**src/rtl/mem_arbiter_pkg.sv**
```systemverilog
// State encoding shared by the mem_arbiter slice.
// Build option MEM_ARB_FIXED_PRIO_EN: undefined by default (round-robin ties); define it for fixed priority to requester 0.
package mem_arbiter_pkg;

  localparam logic [1:0] ST_IDLE   = 2'd0;
  localparam logic [1:0] ST_ACCESS = 2'd1;
  localparam logic [1:0] ST_DONE   = 2'd2;

endpackage

```
**src/rtl/mem_arbiter_pick.sv**
```systemverilog
// Combinational two-way winner select for mem_arbiter.
// MEM_ARB_FIXED_PRIO_EN defined: requester 0 always wins a tie; otherwise the tie goes to the last loser.
module mem_arb_pick (
  input  logic req0,
  input  logic req1,
  input  logic last_gnt,
  output logic gnt_valid,
  output logic gnt_id
);

`ifdef MEM_ARB_FIXED_PRIO_EN
  logic unused_last_gnt_s;
  assign unused_last_gnt_s = last_gnt;
`endif

  // Winner select: a single request wins outright, a tie is resolved by the build option.
  always_comb begin
    gnt_valid = req0 | req1;
    if (req0 && req1) begin
`ifdef MEM_ARB_FIXED_PRIO_EN
      gnt_id = 1'b0;
`else
      gnt_id = ~last_gnt;
`endif
    end else if (req1) begin
      gnt_id = 1'b1;
    end else begin
      gnt_id = 1'b0;
    end
  end

endmodule

```
**src/rtl/mem_arbiter.sv**
```systemverilog
// Two-requester arbiter/sequencer owning a single-port memory; each access is IDLE -> ACCESS -> DONE.
// Build option MEM_ARB_FIXED_PRIO_EN (undefined by default) selects fixed priority in mem_arb_pick.
module mem_arbiter
  import mem_arbiter_pkg::*;
#(
  parameter int WIDTH  = 4,
  parameter int ADDR_W = 4
) (
  input  logic              clk,
  input  logic              rst_n,
  input  logic              req0,
  input  logic              req1,
  input  logic              we0,
  input  logic              we1,
  input  logic [ADDR_W-1:0] addr0,
  input  logic [ADDR_W-1:0] addr1,
  input  logic [WIDTH-1:0]  wdata0,
  input  logic [WIDTH-1:0]  wdata1,
  output logic              ack0,
  output logic              ack1,
  output logic [WIDTH-1:0]  rdata0,
  output logic [WIDTH-1:0]  rdata1,
  output logic              mem_we,
  output logic [ADDR_W-1:0] mem_addr,
  output logic [WIDTH-1:0]  mem_wdata,
  input  logic [WIDTH-1:0]  mem_rdata
);

  logic [1:0]        state_r;
  logic [1:0]        state_nxt_s;
  logic              gnt_valid_s;
  logic              gnt_pick_s;
  logic              load_s;
  logic              access_s;
  logic              done_s;
  logic              mem_we_s;
  logic              gnt_id_r;
  logic              we_lat_r;
  logic              last_gnt_r;
  logic              ack0_r;
  logic              ack1_r;
  logic [WIDTH-1:0]  rdata0_r;
  logic [WIDTH-1:0]  rdata1_r;
  logic [ADDR_W-1:0] mem_addr_r;
  logic [WIDTH-1:0]  mem_wdata_r;

  mem_arb_pick u_pick (
    .req0      (req0),
    .req1      (req1),
    .last_gnt  (last_gnt_r),
    .gnt_valid (gnt_valid_s),
    .gnt_id    (gnt_pick_s)
  );

  // State register.
  always_ff @(posedge clk) begin
    if (!rst_n) begin
      state_r <= ST_IDLE;
    end else begin
      state_r <= state_nxt_s;
    end
  end

  // Next-state logic: only IDLE looks at requests, so requests during DONE are ignored.
  always_comb begin
    state_nxt_s = ST_IDLE;
    case (state_r)
      ST_IDLE:   state_nxt_s = gnt_valid_s ? ST_ACCESS : ST_IDLE;
      ST_ACCESS: state_nxt_s = ST_DONE;
      ST_DONE:   state_nxt_s = ST_IDLE;
      default:   state_nxt_s = ST_IDLE;
    endcase
  end

  // Output/strobe decode; the write enable is gated by rst_n so a reset edge never commits a write.
  always_comb begin
    load_s   = 1'b0;
    access_s = 1'b0;
    done_s   = 1'b0;
    case (state_r)
      ST_IDLE:   load_s   = gnt_valid_s;
      ST_ACCESS: access_s = 1'b1;
      ST_DONE:   done_s   = 1'b1;
      default:   load_s   = 1'b0;
    endcase
    mem_we_s = access_s & we_lat_r & rst_n;
  end

  // Transaction latches, memory port registers, read-data capture and ack pulses.
  always_ff @(posedge clk) begin
    if (!rst_n) begin
      gnt_id_r    <= 1'b0;
      we_lat_r    <= 1'b0;
      last_gnt_r  <= 1'b1;
      ack0_r      <= 1'b0;
      ack1_r      <= 1'b0;
      rdata0_r    <= {WIDTH{1'b0}};
      rdata1_r    <= {WIDTH{1'b0}};
      mem_addr_r  <= {ADDR_W{1'b0}};
      mem_wdata_r <= {WIDTH{1'b0}};
    end else begin
      ack0_r <= 1'b0;
      ack1_r <= 1'b0;
      if (load_s) begin
        gnt_id_r    <= gnt_pick_s;
        we_lat_r    <= gnt_pick_s ? we1 : we0;
        mem_addr_r  <= gnt_pick_s ? addr1 : addr0;
        mem_wdata_r <= gnt_pick_s ? wdata1 : wdata0;
      end
      // The edge leaving ACCESS is where a read lands and DONE's ack is raised.
      if (access_s) begin
        ack0_r <= ~gnt_id_r;
        ack1_r <= gnt_id_r;
        if (!we_lat_r) begin
          if (gnt_id_r) begin
            rdata1_r <= mem_rdata;
          end else begin
            rdata0_r <= mem_rdata;
          end
        end
      end
      if (done_s) begin
        last_gnt_r <= gnt_id_r;
      end
    end
  end

  assign ack0      = ack0_r;
  assign ack1      = ack1_r;
  assign rdata0    = rdata0_r;
  assign rdata1    = rdata1_r;
  assign mem_we    = mem_we_s;
  assign mem_addr  = mem_addr_r;
  assign mem_wdata = mem_wdata_r;

endmodule
```
**config.mk**
```make
export PLATFORM = sky130hd
export DESIGN_NAME = mem_arbiter
export DESIGN_NICKNAME = d
export VERILOG_FILES = /design/src/rtl/mem_arbiter_pkg.sv /design/src/rtl/mem_arbiter_pick.sv /design/src/rtl/mem_arbiter.sv
export SDC_FILE = /design/constraint.sdc
export NUM_CORES = 1
export LEC_CHECK = 0
export CAP_MARGIN = 25
export CORE_MARGIN = 4
export CORE_UTILIZATION = 36
export DETAILED_ROUTE_END_ITERATION = 8
export HOLD_SLACK_MARGIN = 0.1
export PLACE_DENSITY = 0.73
export SLEW_MARGIN = 10
export SYNTH_ARGS = -nofsm -noshare
export SYNTH_HDL_FRONTEND = slang
export SYNTH_SLANG_ARGS = --single-unit
```
**constraint.sdc**
```tcl
create_clock -name clk -period 1 [get_ports clk]
set_input_delay 0.15 -clock clk [delete_from_list [all_inputs] [get_ports clk]]
set_output_delay 0.15 -clock clk [all_outputs]
set_load 0.05 [all_outputs]
```
; ---- After elaboration in Yosys (flattened, before gate mapping)
; Cells that the tools add are included.
[word_totals]
out_inout_bits = 19
wordCells = 33
ff_bits = 23
input_bits = 26
[op_classes]
n_reduce_logical = 5
n_bitwise = 6
n_eq_ne = 2
muxes = 10
[op_table]
columns = operator, count
row1 = $mux W4, 2
row2 = $mux W1, 7
row3 = $reduce_and A3 Y1, 2
row4 = $pmux W2 S2, 1
row5 = $not A1 Y1, 3
row6 = $and A1 B1 Y1, 2
row7 = $eq A2 B1 Y1 const B, 1
row8 = $eq A2 B2 Y1 const B, 1
row9 = $logic_not A2 Y1, 1
row10 = $reduce_and A2 Y1, 1
row11 = $logic_and A1 B1 Y1, 1
row12 = $or A1 B1 Y1, 1

; ---- Logic depth before layout (Yosys ltp)
; Gate-level depths: netlist of the first run.
[depth]
depth_word = 4
ltp_mapped = 4
mapped_depth_nobuf = 3

; ---- Hierarchy
; A second synthesis of the first run with hierarchy kept.
[unflattened]
cells_unflattened = 100
hier_area_um2 = 993.5
[modules_own_cells]
columns = module, instances, seq_area_each_um2, area_each_um2, cells_per_inst
row1 = mem_arbiter, 1, 460.4, 979.7, 98
row2 = mem_arb_pick, 1, 0.0, 13.8, 2

; ---- Worst setup path before layout of the first run
; OpenSTA, ideal clock, no wires.
[synth_path]
kind = reg-to-output
startpoint = register state_r[0]
endpoint = output mem_we
path_slack_ns = -0.162
path_buffers = 0
path_stages_with_launch = 3
t_arrival_ns = 1.012
path_cell_list = dfxtp_1 > nor2b_1 > and3_1
[synth_between]
elab_chain_cells = 4
[synth_rtl]
columns = element, line
row1 = from (decl), mem_arbiter.sv:29  ; logic [1:0] state_r;
row2 = from (signal assigned), mem_arbiter.sv:60  ; state_r <= state_nxt_s;
row3 = $eq A2 B1 Y1, mem_arbiter.sv:80  ; case (state_r)
row4 = $mux W1, mem_arbiter.sv:80
row5 = $and A1 B1 Y1 (2 in a row), mem_arbiter.sv:86  ; mem_we_s = access_s & we_lat_r & rst_n;
row6 = to (decl), mem_arbiter.sv:23  ; output logic mem_we,
; No other way between the ends.

; ---- Worst setup path in the final report of the first run
[layout_path]
startpoint = register state_r[0]
endpoint = register rdata1_r[3] (netlist: rdata1[3])
[layout_between]
elab_chain_cells = 3
[layout_rtl]
columns = element, line
row1 = $eq A2 B1 Y1, mem_arbiter.sv:80
row2 = $mux W1, mem_arbiter.sv:80
row3 = $reduce_and A3 Y1 (no source line), n/a
row4 = to (signal assigned), mem_arbiter.sv:98  ; rdata1_r <= {WIDTH{1'b0}};
row5 = to (signal assigned), mem_arbiter.sv:116  ; rdata1_r <= mem_rdata;
row6 = to (decl), mem_arbiter.sv:43  ; logic [WIDTH-1:0] rdata1_r;
; No other way between the ends.
; A chain may end at the register's enable or synchronous reset.

==> metrics.txt, run 1 <==
outcome=finished with violations; failing checks=setup timing; global-route wire length before repair=4170 microns; CP startpoint kind=flop; drt wl/cell=14.4 microns; Post-CTS Hold Buffers=0; Netlist cell types=27; crit path max fanout=8; DIE AREA=3590 sq um; Final Hold Vio Count=0; CTS Sinks=23; Cell Rows=18; I/O pins=45; worst vdd ir=0.931 mV; synthesis-to-layout area growth=103%; # nets final=201; WHS=0.394 ns; DRC viols=0; kind of critical path=flop to flop; root buffer selected by CTS=clkbuf_4; Worst slew margin=76.2%; RSZ-0062 raised after global routing=true; initial DRC count=20; DP HPWL=1990 microns; Syn Nets=136; Hold Path Class=input port to flop; Final WS setup=-0.299 ns; Die W=59.9 microns; top_reg_cell synth=dfxtp_1; CTS Buffer Depth=2; Vias/cell=5.17; Routed Antenna Nets=0; Die H=59.9 microns; Worst-Margin Slew=0.353 ns; max-slew violations=0; mean post-synth cell area=8.83 sq um; Gate Count Post-Synth=110; GRT Resource Usage Total=15.6%; sequential share of the synthesized area=47.4%; share of layout cells above drive strength 1=50.6%; H-tree levels=1; register bit count reported by yosys=23; Power Dens Cells=1240 nW/um^2; Pleak=0.000783 uW; Yosys warning count=0; max_cap viols=0; Critical Path AT=1.54 ns; CTS tree=done; clk_skew=0.00185 ns; ys async rst share=0%; largest net degree at the start of global routing=17; Pre-antenna DRT Iters=4; Filler cells=171; GR Overflow Total=0; Num CTS Buffers=3; post-place setup slack=-0.489 ns; vias in the first global route=989; area of the core=2520 sq um; routed wire length=2930 microns; gpl congestion=0.769; clock transition at the registers of the reported paths=0.12 ns; Critical Path End Type=flop; Skew-Pair Late Insertion Delay=0.30 ns; commonest cells after routing, fill and taps aside=nand2_1 (27), clkdlybuf4s50_1 (23), buf_12 (19); Starting Density=38.5%; Tmin final=1.30 ns; diode count=0; fmax=770 MHz; synthesized area=971 sq um; DR vias=1,055; part of the cycle the worst path needs=130%; initial antenna violation count=0; most common cell after layout, fill and taps aside=nand2_1; final setup violating endpoints=21; number of synthesized flops with an enable pin=0; required time worst endpoint=1.24 ns; port bufs=44
[synthesized netlist by cell type (all sizes together) (2+ instances only)]
library cell   n  area, sq um
buf            5         31.3
a311oi         9         91.3
dfxtp         23          460
and3           3         18.8
a21oi          9         45.0
o21ai          8         40.0
a21boi         2         18.8
nor2b          2         12.5
clkbuf         2         7.51
nand3          8         40.0
and2           2         15.0
nand2         27          101
[timing repair]
| item | 4_1_cts | 5_1_grt |
|---|---|---|
| pin swaps | 2 | 14 |
| setup buffers | 2 | 6 |
| resized for setup | 28 | 29 |
| cloned | 1 | 0 |
| setup endpoints to repair | 33 | 27 |
[final cells by class]
class / count / area (sq um) / share of cell area [%]
inverters: 1 / 3.75 / 0.191
clock buffers: 4 / 26.3 / 1.34
repair buffers: 66 / 823 / 41.9
well taps: 30 / 37.5 / 1.91
multi-input cells: 80 / 571 / 29.0
flip-flops and latches: 23 / 505 / 25.7
[flip-flops by register name, indices dropped and copies added, names as in the netlist]
| signal | flops |
|---|---|
| mem_addr | 4 |
| mem_wdata | 4 |
| rdata0 | 4 |
| rdata1 | 4 |
| state_r | 2 |
| ack0 | 1 |
| ack1 | 1 |
| gnt_id_r | 1 |
| last_gnt_r | 1 |
| we_lat_r | 1 |
[metrics by stage]
step                instance area (sq um)  util (%)  TNS [ns]  total power, uW  cells
floorplan                             996         -         0             1460    110
global placement                     1730      68.6     -6.20             1880    192
detailed placement                   1730      68.6     -6.94             1890    192
CTS                                  1840      72.8     -3.34             2340    199
global route                         1970      78.0     -5.02             2550    204
finish                               1970      78.0     -3.38             2450    204
[path summary, 6_finish.rpt]
check                                start           end  slack [ns]  cells after the start
worst min register to register   rdata1[0]     rdata1[0]        0.48                      2
worst min-delay path                  req0  mem_wdata[0]        0.39                      5
worst max register to register  state_r[0]     rdata1[3]       -0.30                      5
worst max-delay path            state_r[0]     rdata1[3]       -0.30                      5
[worst max-delay path, cell delays in order (launching register included)]
cell	delay (ns)
dfxtp_4	0.38
buf_6	0.12
nor4bb_1	0.37
buf_4	0.22
nand3_1	0.07
o21ai_1	0.08
[logic make-up after synthesis]
family / Yosys count / share of synthesized area, %
AND/OR/NAND/NOR: 48 / 25.3
buffers and inverters: 8 / 4.38
flip-flops: 23 / 47.4
AO/OA/AOI/OAI: 30 / 21.9
multiplexers: 1 / 1.03
[where the power goes]
group,total (uW),switching [uW],internal [uW]
combinational,943,428,514
clock,422,267,155
sequential,1080,87.1,996
total,2450,782,1670
[per-layer routing]
metal  part of all wire, %  GRT usage, %  routed length, microns  up-vias
met5                     0             0                       0        -
met4                  0.85          7.28                      25        0
met3                   8.1          3.46                     239        4
met2                    52          29.0                    1540       45
met1                    39          16.3                    1130      486
li1                      -             -                       -      520
Power figures use the tool's default switching activity.
==> run 2: changes to the inputs <==
--- a/config.mk
+++ b/config.mk
@@ -11,7 +11,6 @@
 export DETAILED_ROUTE_END_ITERATION = 8
 export HOLD_SLACK_MARGIN = 0.1
 export PLACE_DENSITY = 0.73
-export SLEW_MARGIN = 10
 export SYNTH_ARGS = -nofsm -noshare
 export SYNTH_HDL_FRONTEND = slang
 export SYNTH_SLANG_ARGS = --single-unit
==> constraint.sdc (replaced) <==
create_clock -name clk -period 1.1 [get_ports clk]
set_input_delay 0.165 -clock clk [delete_from_list [all_inputs] [get_ports clk]]
set_output_delay 0.165 -clock clk [all_outputs]
set_load 0.05 [all_outputs]
==> run 2 against run 1 <==
The flow still finishes with violations (setup timing). Non-clock buffer count down 5. Clock power down 8.3%. Sequential share of layout area up 0.076 points. Via count down 3.8%. Utilization down 6.0 points. Setup slack better by 0.11 ns. Final cell count down 2.9%. Die area unchanged. Design area down 7.7%. Critical endpoint is now mem_we. Largest cell class unchanged.
==> metrics.txt, run 2 (synthesis results as in run 1) <==
fmax=773 MHz; P_sw=683 uW; GRT Resource Usage Total=16.3%; max_cap viols=0; commonest cells after routing, fill and taps aside=nand2_1 (27), clkdlybuf4s50_1 (24), dfxtp_1 (21); global-route wire length before repair=4450 microns; RSZ-0062 raised after global routing=true; root buffer selected by CTS=clkbuf_4; Tmin final=1.29 ns; final setup violating endpoints=14; crit path max fanout=2; kind of critical path=flop to output port; area of the core=2520 sq um; gpl congestion=0.766; failing checks=setup timing; GR Overflow Total=0; DRC viols=0; DIE AREA=3590 sq um; Critical Path AT=1.13 ns; initial antenna violation count=0; clk_skew=0.00229 ns; Power Dens Cells=1170 nW/um^2; internal power=1440 uW; WL met1=1080 microns; area post-placement=1710 sq um; r2r startpoint=state_r[0]; max-slew violations=0; DR vias=1,015; required time worst endpoint=0.94 ns; initial DRC count=15; Starting Density=38.5%; synthesis-to-layout area growth=87.0%; CTS Buffer Depth=2; Hold Path Cell Cnt=3; Final Hold Vio Count=0; DP HPWL=2070 microns; Critical Path End Type=output port; H-tree levels=1; CP startpoint kind=flop; diode count=0; DR WL met3=242 microns; clock transition at the registers of the reported paths=0.13 ns; Worst slew margin=83.3%; routed wire length=2720 microns; Worst Reg-to-Reg Cells=5; Design Area, Final=1820 sq um; Die W=59.9 microns; Hold Path Class=input port to flop; part of the cycle the worst path needs=118%; total power=2130 uW; CTS Sinks=23; Pleak=0.000732 uW; most common cell after layout, fill and taps aside=nand2_1; Post-CTS Hold Buffers=0; I/O pins=45; switch share=32.1%; Num CTS Buffers=3; CTS tree=done; r2r setup slk=-0.10 ns; clock network fraction of total power=18.2%; highest routed metal layer=met4; worst setup path start=state_r[0]; # nets final=195; wire length on met2=1350 microns; Final WS setup=-0.193 ns; Skew-Pair Late Insertion Delay=0.30 ns; share of layout cells above drive strength 1=32.1%; Logic pwr share=36.3%; Die H=59.9 microns; worst vdd ir=0.839 mV; port bufs=44; largest net degree at the start of global routing=19; critical path endpoint=mem_we; Worst-Margin Slew=0.247 ns; capturing point of the worst reg2reg path=rdata1[2]; Flop pwr share=45.5%; Pre-antenna DRT Iters=5; drt wl/cell=13.7 microns; outcome=finished with violations; Routed Antenna Nets=0; vias in the first global route=1,020; Cell Rows=18; Vias/cell=5.13
-- run 2: what timing repair did --
| action | in CTS | in global routing |
|---|---|---|
| setup endpoints to repair | 13 | 20 |
| resized for setup | 11 | 9 |
| buffers inserted | 3 | 0 |
| pin swaps | 9 | 2 |
-- run 2: per-layer routing --
metal  track usage [%]  up-vias
met5                 0        -
met4              7.59        0
met3              4.10        6
met2              29.3       44
met1              17.7      458
li1                  -      507
-- run 2: critical path, stage by stage, from the launching register on --
cell	delay, ns
dfxtp_4	0.37
nor2b_4	0.13
and3_4	0.20
buf_12	0.13
-- run 2: how the worst min path moves through the flow --
stage | startpoint | endpoint
6_report | addr1[0] | mem_addr[0]
5_1_grt | wdata1[2] | mem_wdata[2]
4_1_cts | addr1[0] | mem_addr[0]
3_5_place_dp | rdata1[1] | rdata1[1]
3_3_place_gp | rdata1[2] | rdata1[2]
2_1_floorplan | mem_rdata[0] | rdata0[0]
-- run 2: cell type report --
cell class                      count  area (sq um)
Multi-Input combinational cell     79           507
Fill cell                         204           707
Tap cell                           30          37.5
Clock buffer                        3          22.5
Clock inverter                      1          5.00
Sequential cell                    23           468
Inverter                            1          3.75
Timing Repair Buffer               61           772
-- run 2: power groups by stage --
| stage | clock network [uW] | registers [uW] | logic [uW] |
|---|---|---|---|
| 2_1_floorplan | 0 | 1120 | 190 |
| 3_5_place_dp | 0 | 988 | 723 |
| 6_report | 387 | 968 | 771 |
| 3_3_place_gp | 0 | 988 | 708 |
| 5_1_grt | 439 | 974 | 819 |
| 4_1_cts | 394 | 967 | 758 |
-- run 2: through the flow --
| stage | TNS (ns) | util, % | hold slack [ns] | instances | worst slack, ns |
|---|---|---|---|---|---|
| after floorplan | 0 | - | 0.295 | 110 | 0.0263 |
| after global placement | -4.30 | 67.7 | 0.480 | 191 | -0.313 |
| after detailed placement | -5.14 | 67.7 | 0.488 | 191 | -0.386 |
| after CTS | -1.07 | 71.0 | 0.414 | 198 | -0.204 |
| after global routing | -2.51 | 72.0 | 0.411 | 198 | -0.253 |
| final | -0.946 | 72.0 | 0.418 | 198 | -0.193 |
